===== src/rtl/pow4_accumulator.sv =====
// ============================================================================
// Module      : pow4_accumulator
// Description : Sums a^4 over SAMPLE_CNT unsigned 8-bit samples through a
//               3-stage pipeline and presents the result under a handshake.
//               Define POW4_ACC_SAT_EN for saturating accumulation.
// Revision    : 1.0 - initial release
// ============================================================================
`default_nettype none

module pow4_accumulator #(
    parameter int SAMPLE_CNT = 16,
    parameter int ACC_W      = 40
) (
    input  logic             clk,
    input  logic             rst,
    input  logic             in_valid,
    input  logic [7:0]       in_data,
    output logic             in_ready,
    output logic             out_valid,
    input  logic             out_ready,
    output logic [ACC_W-1:0] out_sum,
    output logic             out_sat
);

    typedef enum logic [1:0] {
        ST_ACCUM = 2'd0,
        ST_DRAIN = 2'd1,
        ST_HOLD  = 2'd2
    } state_t;

    localparam logic [8:0] c_last_idx = 9'(SAMPLE_CNT - 1);

    state_t           r_state;
    logic [8:0]       r_count;
    logic             r_in_ready;
    logic             r_out_valid;
    logic             r_s1_valid;
    logic [7:0]       r_s1_data;
    logic             r_s2_valid;
    logic [31:0]      r_s2_pow;
    logic [ACC_W-1:0] r_acc;

    logic             w_accept;
    logic [15:0]      w_sq;
    logic [31:0]      w_pow;
    logic [ACC_W-1:0] w_pow_ext;

    assign w_accept  = in_valid & r_in_ready;
    assign w_sq      = {8'd0, r_s1_data} * {8'd0, r_s1_data};
    assign w_pow     = {16'd0, w_sq} * {16'd0, w_sq};
    assign w_pow_ext = {{(ACC_W-32){1'b0}}, r_s2_pow};

`ifdef POW4_ACC_SAT_EN
    // One extra bit exposes the carry that signals overflow.
    logic [ACC_W:0]   w_sum;
    logic             r_sat;
    assign w_sum   = {1'b0, r_acc} + {1'b0, w_pow_ext};
    assign out_sat = r_sat;
`else
    logic [ACC_W-1:0] w_sum;
    assign w_sum   = r_acc + w_pow_ext;
    assign out_sat = 1'b0;
`endif

    assign in_ready  = r_in_ready;
    assign out_valid = r_out_valid;
    assign out_sum   = r_acc;

    always_ff @(posedge clk or posedge rst) begin
        if (rst) begin
            r_s1_valid <= 1'b0;
            r_s1_data  <= 8'd0;
            r_s2_valid <= 1'b0;
            r_s2_pow   <= 32'd0;
        end else begin
            r_s1_valid <= w_accept;
            r_s1_data  <= in_data;
            r_s2_valid <= r_s1_valid;
            r_s2_pow   <= w_pow;
        end
    end

    always_ff @(posedge clk or posedge rst) begin
        if (rst) begin
            r_state     <= ST_ACCUM;
            r_count     <= 9'd0;
            r_in_ready  <= 1'b0;
            r_out_valid <= 1'b0;
            r_acc       <= '0;
`ifdef POW4_ACC_SAT_EN
            r_sat       <= 1'b0;
`endif
        end else begin
            // S3 can only be busy in ACCUM/DRAIN, so it never collides with the clear in HOLD.
            if (r_s2_valid) begin
`ifdef POW4_ACC_SAT_EN
                if (w_sum[ACC_W]) begin
                    r_acc <= '1;
                    r_sat <= 1'b1;
                end else begin
                    r_acc <= w_sum[ACC_W-1:0];
                end
`else
                r_acc <= w_sum;
`endif
            end

            case (r_state)
                ST_ACCUM: begin
                    r_in_ready <= 1'b1;
                    if (w_accept) begin
                        r_count <= r_count + 9'd1;
                        if (r_count == c_last_idx) begin
                            r_state    <= ST_DRAIN;
                            r_in_ready <= 1'b0;
                        end
                    end
                end
                ST_DRAIN: begin
                    r_in_ready <= 1'b0;
                    if (!r_s1_valid && !r_s2_valid) begin
                        r_state     <= ST_HOLD;
                        r_out_valid <= 1'b1;
                    end
                end
                ST_HOLD: begin
                    if (out_ready) begin
                        r_state     <= ST_ACCUM;
                        r_out_valid <= 1'b0;
                        r_in_ready  <= 1'b1;
                        r_count     <= 9'd0;
                        r_acc       <= '0;
`ifdef POW4_ACC_SAT_EN
                        r_sat       <= 1'b0;
`endif
                    end
                end
                default: begin
                    r_state     <= ST_ACCUM;
                    r_in_ready  <= 1'b0;
                    r_out_valid <= 1'b0;
                end
            endcase
        end
    end

endmodule

`default_nettype wire


===== config.mk =====
export PLATFORM = sky130hd
export DESIGN_NAME = pow4_accumulator
export DESIGN_NICKNAME = d
export VERILOG_FILES = /design/src/rtl/pow4_accumulator.sv
export SDC_FILE = /design/constraint.sdc
export NUM_CORES = 1
export LEC_CHECK = 0
export CORE_MARGIN = 8
export CORE_UTILIZATION = 35
export CTS_BUF_LIST = sky130_fd_sc_hd__clkbuf_4 sky130_fd_sc_hd__clkbuf_8 sky130_fd_sc_hd__clkbuf_16
export CTS_CLUSTER_SIZE = 16
export DETAILED_ROUTE_END_ITERATION = 8
export PLACE_DENSITY_LB_ADDON = 0.2
export SETUP_SLACK_MARGIN = 0.4
export SYNTH_ARGS = -nofsm -noshare
export SYNTH_HDL_FRONTEND = slang
export SYNTH_SLANG_ARGS = --single-unit

===== constraint.sdc =====
create_clock -name clk -period 11.3 [get_ports clk]
set_clock_uncertainty 0.2 [all_clocks]
set_input_delay 2.26 -clock clk [delete_from_list [all_inputs] [get_ports clk]]
set_output_delay 2.26 -clock clk [all_outputs]
set_load 0.02 [all_outputs]

-- Word-level counts from Yosys, hierarchy flattened
Cells that the tools add are included.
W data, S select, Z words.
- bits in registers: 95
- bits of input ports: 12
- output and inout port bits: 43
- logic and storage cells: 48
- add/subtract/negate cells: 2
- $mul: 2
- eq/ne operators: 7
- multiplexer cells: 18
- bitwise gates (word level): 2
- reductions and logical operators: 8
- operators with widths (cell ; count):
    $mux W40 ; 3
    $add A40 B32 Y40 ; 1
    $mul A16 B16 Y32 ; 1
    $mux W9 ; 2
    $pmux W9 S2 ; 1
    $mul A8 B8 Y16 ; 1
    $add A9 B1 Y9 const B ; 1
    $eq A9 B4 Y1 const B ; 1
    $mux W2 ; 4
    $ne A2 B2 Y1 const B ; 4
    $pmux W2 S3 ; 1
    $reduce_and A3 Y1 ; 2
    $mux W1 ; 5
    $reduce_and A4 Y1 ; 1
    $pmux W1 S3 ; 1
    $eq A2 B1 Y1 const B ; 1
    $eq A2 B2 Y1 const B ; 1
    $logic_not A1 Y1 ; 2
    $logic_not A2 Y1 ; 1
    $pmux W1 S2 ; 1
    $reduce_bool A2 Y1 ; 1
    $and A1 B1 Y1 ; 1
    $logic_and A1 B1 Y1 ; 1
    $not A1 Y1 ; 1

-- Logic depth before layout (Yosys ltp)
Gate-level depths: netlist of run 1.
- depth after elaboration: 4
- gate-level depth with buffers: 41
- gate-level depth less buffers: 40

-- Worst setup path before layout of run 1
Ideal clock, no wire load.
- path kind: register to register
- start: register r_s1_data[5]
- end: register r_s2_pow[31]
- arrival: 9.267 ns
- setup slack: 1.710 ns
- stages on the path, launching flop included: 38
- buffers on the path: 0
- cell sequence: dfrtp_1 inv_1 nor2_1 fa_1 fa_1 inv_1 fa_1 fa_1 inv_1 ha_1 o21ai_0 nand2b_1 a31oi_1 nor2b_1 o21a_1 nor2_1 xnor2_1 clkinv_1 (+2 left out) inv_1 fa_1 inv_1 fa_1 fa_1 inv_1 fa_1 fa_1 inv_1 ha_1 a21o_1 a21oi_1 o21ai_0 a311oi_1 o311a_1 o21ai_1 xnor2_1 xnor2_1
- longest elaborated chain between the ends: 2
- RTL lines (element ; line ; source):
    start: declaration ; 38 ; logic [7:0] r_s1_data;
    start signal: assignment ; 77 ; r_s1_data <= in_data;
    $mul A8 B8 Y16 ; 49 ; assign w_sq = {8'd0, r_s1_data} * {8'd0, r_s1_data};
    $mul A16 B16 Y32 ; 50 ; assign w_pow = {16'd0, w_sq} * {16'd0, w_sq};
    via w_pow[31] ; 45 ; logic [31:0] w_pow;
    end signal: assignment ; 79 ; r_s2_pow <= w_pow;
    end: declaration ; 40 ; logic [31:0] r_s2_pow;
The timed path passes the listed nets, and every way through them passes these cells.
A chain may end at the register's enable or synchronous reset.

-- Final worst setup path of run 1
- start: register r_s1_data[4]
- end: register r_s2_pow[30]
Same word-level chain as after synthesis.

==> results of run 1 <==
## state kept, by name, summed over array words and instances (netlist names)
register    flops
r_s2_pow       30
r_count         9
r_s1_data       8
r_s2_valid      1
r_state         2
r_s1_valid      1
in_ready        1
out_valid       1
out_sum        40
## cell usage after synthesis (all sizes together), types with 11 or more instances
cell,count
mux2i,21
inv,236
a21oi,50
xnor2,51
a31oi,12
nor2,129
nor3,17
fa,162
dfrtp,93
o21ai,41
xor2,40
nor4b,11
and2,45
nand2,105
clkbuf,27
nor2b,12
and3,12
nand3,19
ha,168
a21o,22
## worst max-delay path, delay by kind of cell (launching register included)
family / cells / cell delay [ns]
and+or+nand+nor: 6 / 1.19
adders and majority gates: 12 / 5.16
DFF: 1 / 0.49
buffers and inverters: 4 / 0.57
xor gates and xnor gates: 2 / 0.61
AOI/OAI and AO/OA: 9 / 1.99
## stage by stage
stage	hold slack (ns)	instances	cell area (µm²)	setup WS, ns	util, %
after floorplan	0.155	1389	12900	1.71	-
final	0.186	1902	14300	0.976	39.2
after global routing	0.205	1902	14300	0.335	39.2
after detailed placement	0.164	1886	14000	0.448	38.3
after CTS	0.191	1902	14300	0.410	39.2
after global placement	0.170	1886	14000	0.551	38.3
## area by class of cell
class                      instances  area, µm²  share of cell area [%]
inverter                         240        907                    6.35
timing repair buffer              59        576                    4.03
multi-input combinational       1026       9590                    67.1
tap                              468        586                    4.10
clock inverter                     7       76.3                   0.534
sequential                        93       2330                    16.3
clock buffer                       9        225                    1.58
## metal layers
layer | share of wire (%) | up-vias | global-route usage, %
met5 | 0 | - | 0
met4 | 1.7 | 0 | 3.92
met3 | 2.5 | 28 | 1.74
met2 | 47 | 137 | 23.5
met1 | 48 | 4536 | 18.8
li1 | - | 4559 | -
## worst max-delay path by stage
stage / from / to / slack, ns
detailed placement: r_s1_data[4] / r_s2_pow[30] / 0.45
CTS: r_s1_data[4] / r_s2_pow[30] / 0.41
finish: r_s1_data[4] / r_s2_pow[30] / 0.98
global placement: r_s1_data[4] / r_s2_pow[30] / 0.55
global route: r_s1_data[1] / r_s2_pow[31] / 0.34
floorplan: r_s1_data[5] / r_s2_pow[31] / 1.71
## logic make-up after synthesis
logic type | synth area share (%)
and+or+nand+nor | 14.8
adders and majority gates | 41.4
buffers and inverters | 7.88
AOI/OAI and AO/OA | 9.70
DFF | 18.0
xor gates and xnor gates | 6.23
muxes | 1.89
other | 0.0582
==> results.ini, run 1 <==
[cts]
cts_buffers = 9
postCtsSetupBuffers = 0
clock-root-buffer = clkbuf_16
cts_tree = built
clk_pin_slew_ns = 0.08
postCtsResizedCells = 0
clock_sinks = 93
clk_path_buf_depth = 2
htree_levels = 3
ctsHoldBuffers = 0
clk_latency_ns = 0.38

[setup_path]
crit_fanout = 9
worstSetupPathType = register to register
timing.rr.end = r_s2_pow[30]
worstPathRequired_ns = 11.36
worstPathArrival_ns = 10.38
end_kind = register
worstSetupStartpointType = register
slowest_delay_ns = 0.56
crit_path_top_delay_cell = fa_1
r2r-start = r_s1_data[4]
r2r_cells = 33
cp_common_cell = fa_1
r2r_slack_ns = 0.98

[timing]
period_share_pct = 91.4
fin_crit_ns = 10.32
slew_headroom_pct = 27.6
drv_slew = 0
worstMarginPinSlew_ns = 1.09
setup_tns_ns = 0
final_hold_viol_count = 0
timing.fmax_mhz = 96.9
setup_viol = 0
rsz0062_at_grt = yes

[layout]
area.growth.synth_to_final_pct = 10.7
num-fill-cells = 3723
nets = 1771
drive_gt1_share_pct = 3.91
diodes = 0
layout_common_cells = 234 x inv_1, 168 x ha_1, 162 x fa_1
final_common_cell = inv_1

[floorplanning]
core_mm2 = 0.0364
die_x_um = 208
chipHeight_um = 208
rows = 70
start_util_pct = 35.4
pin_count = 55
die-area_mm2 = 0.0433

[route]
drtIter0Drc = 443
wire_per_inst_um = 15.7
drc = 0
first_pass_iters = 5
viasPerCell = 4.87
antenna_left = 0
vias = 9260
routed_wirelength_mm = 29.8

[synth]
ys_types = 73
synth_top_flop_cell = dfrtp_1
syn_area_per_cell_um2 = 9.31
syn-cell-area_mm2 = 0.0129
yosys.area.top_type = fa_1
synth-seq-cells = 93
yosys.area.top_type_share_pct = 25.1
async_flop_share_pct = 100
synth_area_leaders = fa_1 25%, dfrtp_1 18%, ha_1 16%, inv_1 6.8%, nor2_1 3.7%
ys_seq_area_share_pct = 18.0
synth_edf_count = 0
yosysWarnings = 0
synthCells = 1387

[grt]
first_global_vias = 9654
antenna_found_initial = 0
grt_start_max_net_pins = 55
grt_pass1_wl_mm = 49.7
grt_usage_pct = 14.0
grt_overflow_total = 0

[worst_hold_path]
min_from = r_s1_valid
min_path_cells = 0
hold_path.class = register to register
hold_end = r_s2_valid

[run]
drv_cap = 0

[placement]
hpwl_mm = 24.5
io_buffer_count = 53
gp_congestion = 0.813

[outcome]
status = complete, no violations

Power of run 1 is not shown: default switching activity piles up to over one toggle a cycle in this logic, so the estimate is an artifact.
==> run 2: changes to the inputs <==
- CORE_MARGIN: 8 -> not set
==> results.ini, run 2 (synthesis gave the netlist of run 1 again) <==
[outcome]
status = complete, no violations

[setup_path]
crit_path_top_delay_cell = fa_1
end_kind = register
critical_path.top_delay_family = adder cells
crit_fanout = 9
worstPathRequired_ns = 11.35
worstPathArrival_ns = 10.30
worstSetupPathType = register to register
slowest_delay_ns = 0.56
worstSetupStartpointType = register
path_buf_inv = 4
cp_common_cell = fa_1

[layout]
final_common_cell = inv_1
drive_gt1_share_pct = 4.04
area.growth.synth_to_final_pct = 10.6
multi_input_area_mm2 = 0.00959
nets = 1773
num-fill-cells = 3627
seq_area_mm2 = 0.00233
diodes = 0
layout_common_cells = 234 x inv_1, 168 x ha_1, 162 x fa_1
largest_reg_flops = 40

[cts]
clock_sinks = 93
clock-root-buffer = clkbuf_16
clk_path_buf_depth = 2
cts_buffers = 9
clk_latency_ns = 0.37
htree_levels = 3
cts_tree = built
ctsHoldBuffers = 0
clk_pin_slew_ns = 0.08

[grt]
first_global_vias = 9740
grt_pass1_wl_mm = 48.8
grt_usage_pct = 16.0
grt_overflow_total = 0
grt_start_max_net_pins = 50
antenna_found_initial = 0

[floorplanning]
rows = 69
core_mm2 = 0.0359
die_x_um = 194
chipHeight_um = 194
pin_count = 55
die-area_mm2 = 0.0377
start_util_pct = 35.9

[timing]
setup_tns_ns = 0
fin_crit_ns = 10.25
rsz0062_at_grt = yes
period_share_pct = 90.7
slew_headroom_pct = 30.4
worstMarginPinSlew_ns = 1.04
final_hold_viol_count = 0
setup_viol = 0
timing.fmax_mhz = 97.6
drv_slew = 0

[route]
antenna_left = 0
vias = 9467
drc = 0
drtIter0Drc = 376
routed_wirelength_mm = 29.0
viasPerCell = 4.99
wire_per_inst_um = 15.3
first_pass_iters = 5

[placement]
hpwl_mm = 24.0
io_buffer_count = 53
gp_congestion = 0.845

[run]
drv_cap = 0

[worst_hold_path]
hold_path.class = register to register

[run 2: path summary, 6_finish.rpt]
check,startpoint,endpoint,slack [ns],depth (start not counted)
worst max-delay path,r_s1_data[4],r_s2_pow[30],1.05,33
worst min register to register,r_s1_valid,r_s2_valid,0.18,0
worst min-delay path,r_s1_valid,r_s2_valid,0.18,0
worst max register to register,r_s1_data[4],r_s2_pow[30],1.05,33
min in group asynchronous,rst,r_s2_pow[6],2.13,2
max in group asynchronous,rst,r_s2_valid,7.66,3
[run 2: per-layer routing]
layer	vias up	GRT usage, %	wire length [µm]	part of all wire (%)
met5	-	0	0	0
met4	0	3.50	327	1.1
met3	17	2.19	850	2.9
met2	141	27.1	14000	48
met1	4731	21.7	13800	48
li1	4578	-	-	-
[run 2: area by class of cell]
type | count | area share [%]
multi-input cells | 1026 | 67.1
clock buffers | 9 | 1.58
repair buffers | 61 | 4.13
inverters | 240 | 6.38
flip-flops and latches | 93 | 16.3
well taps | 461 | 4.04
clock inverters | 7 | 0.438
[run 2: repair_timing]
action                                  CTS  global route
setup buffers                             0             2
endpoints found under the setup margin    0            12
gates resized for setup                   0             6
[run 2: metrics by stage]
| step | instance area, µm² | hold slack, ns | utilization [%] | instances | worst slack [ns] |
|---|---|---|---|---|---|
| after floorplan | 12900 | 0.155 | - | 1389 | 1.71 |
| after global placement | 14000 | 0.163 | 38.9 | 1879 | 0.629 |
| after detailed placement | 14000 | 0.170 | 38.9 | 1879 | 0.540 |
| after CTS | 14200 | 0.186 | 39.7 | 1895 | 0.483 |
| after global routing | 14300 | 0.203 | 39.8 | 1897 | 0.380 |
| final | 14300 | 0.185 | 39.8 | 1897 | 1.05 |
Power of run 2 is left out for the same reason.
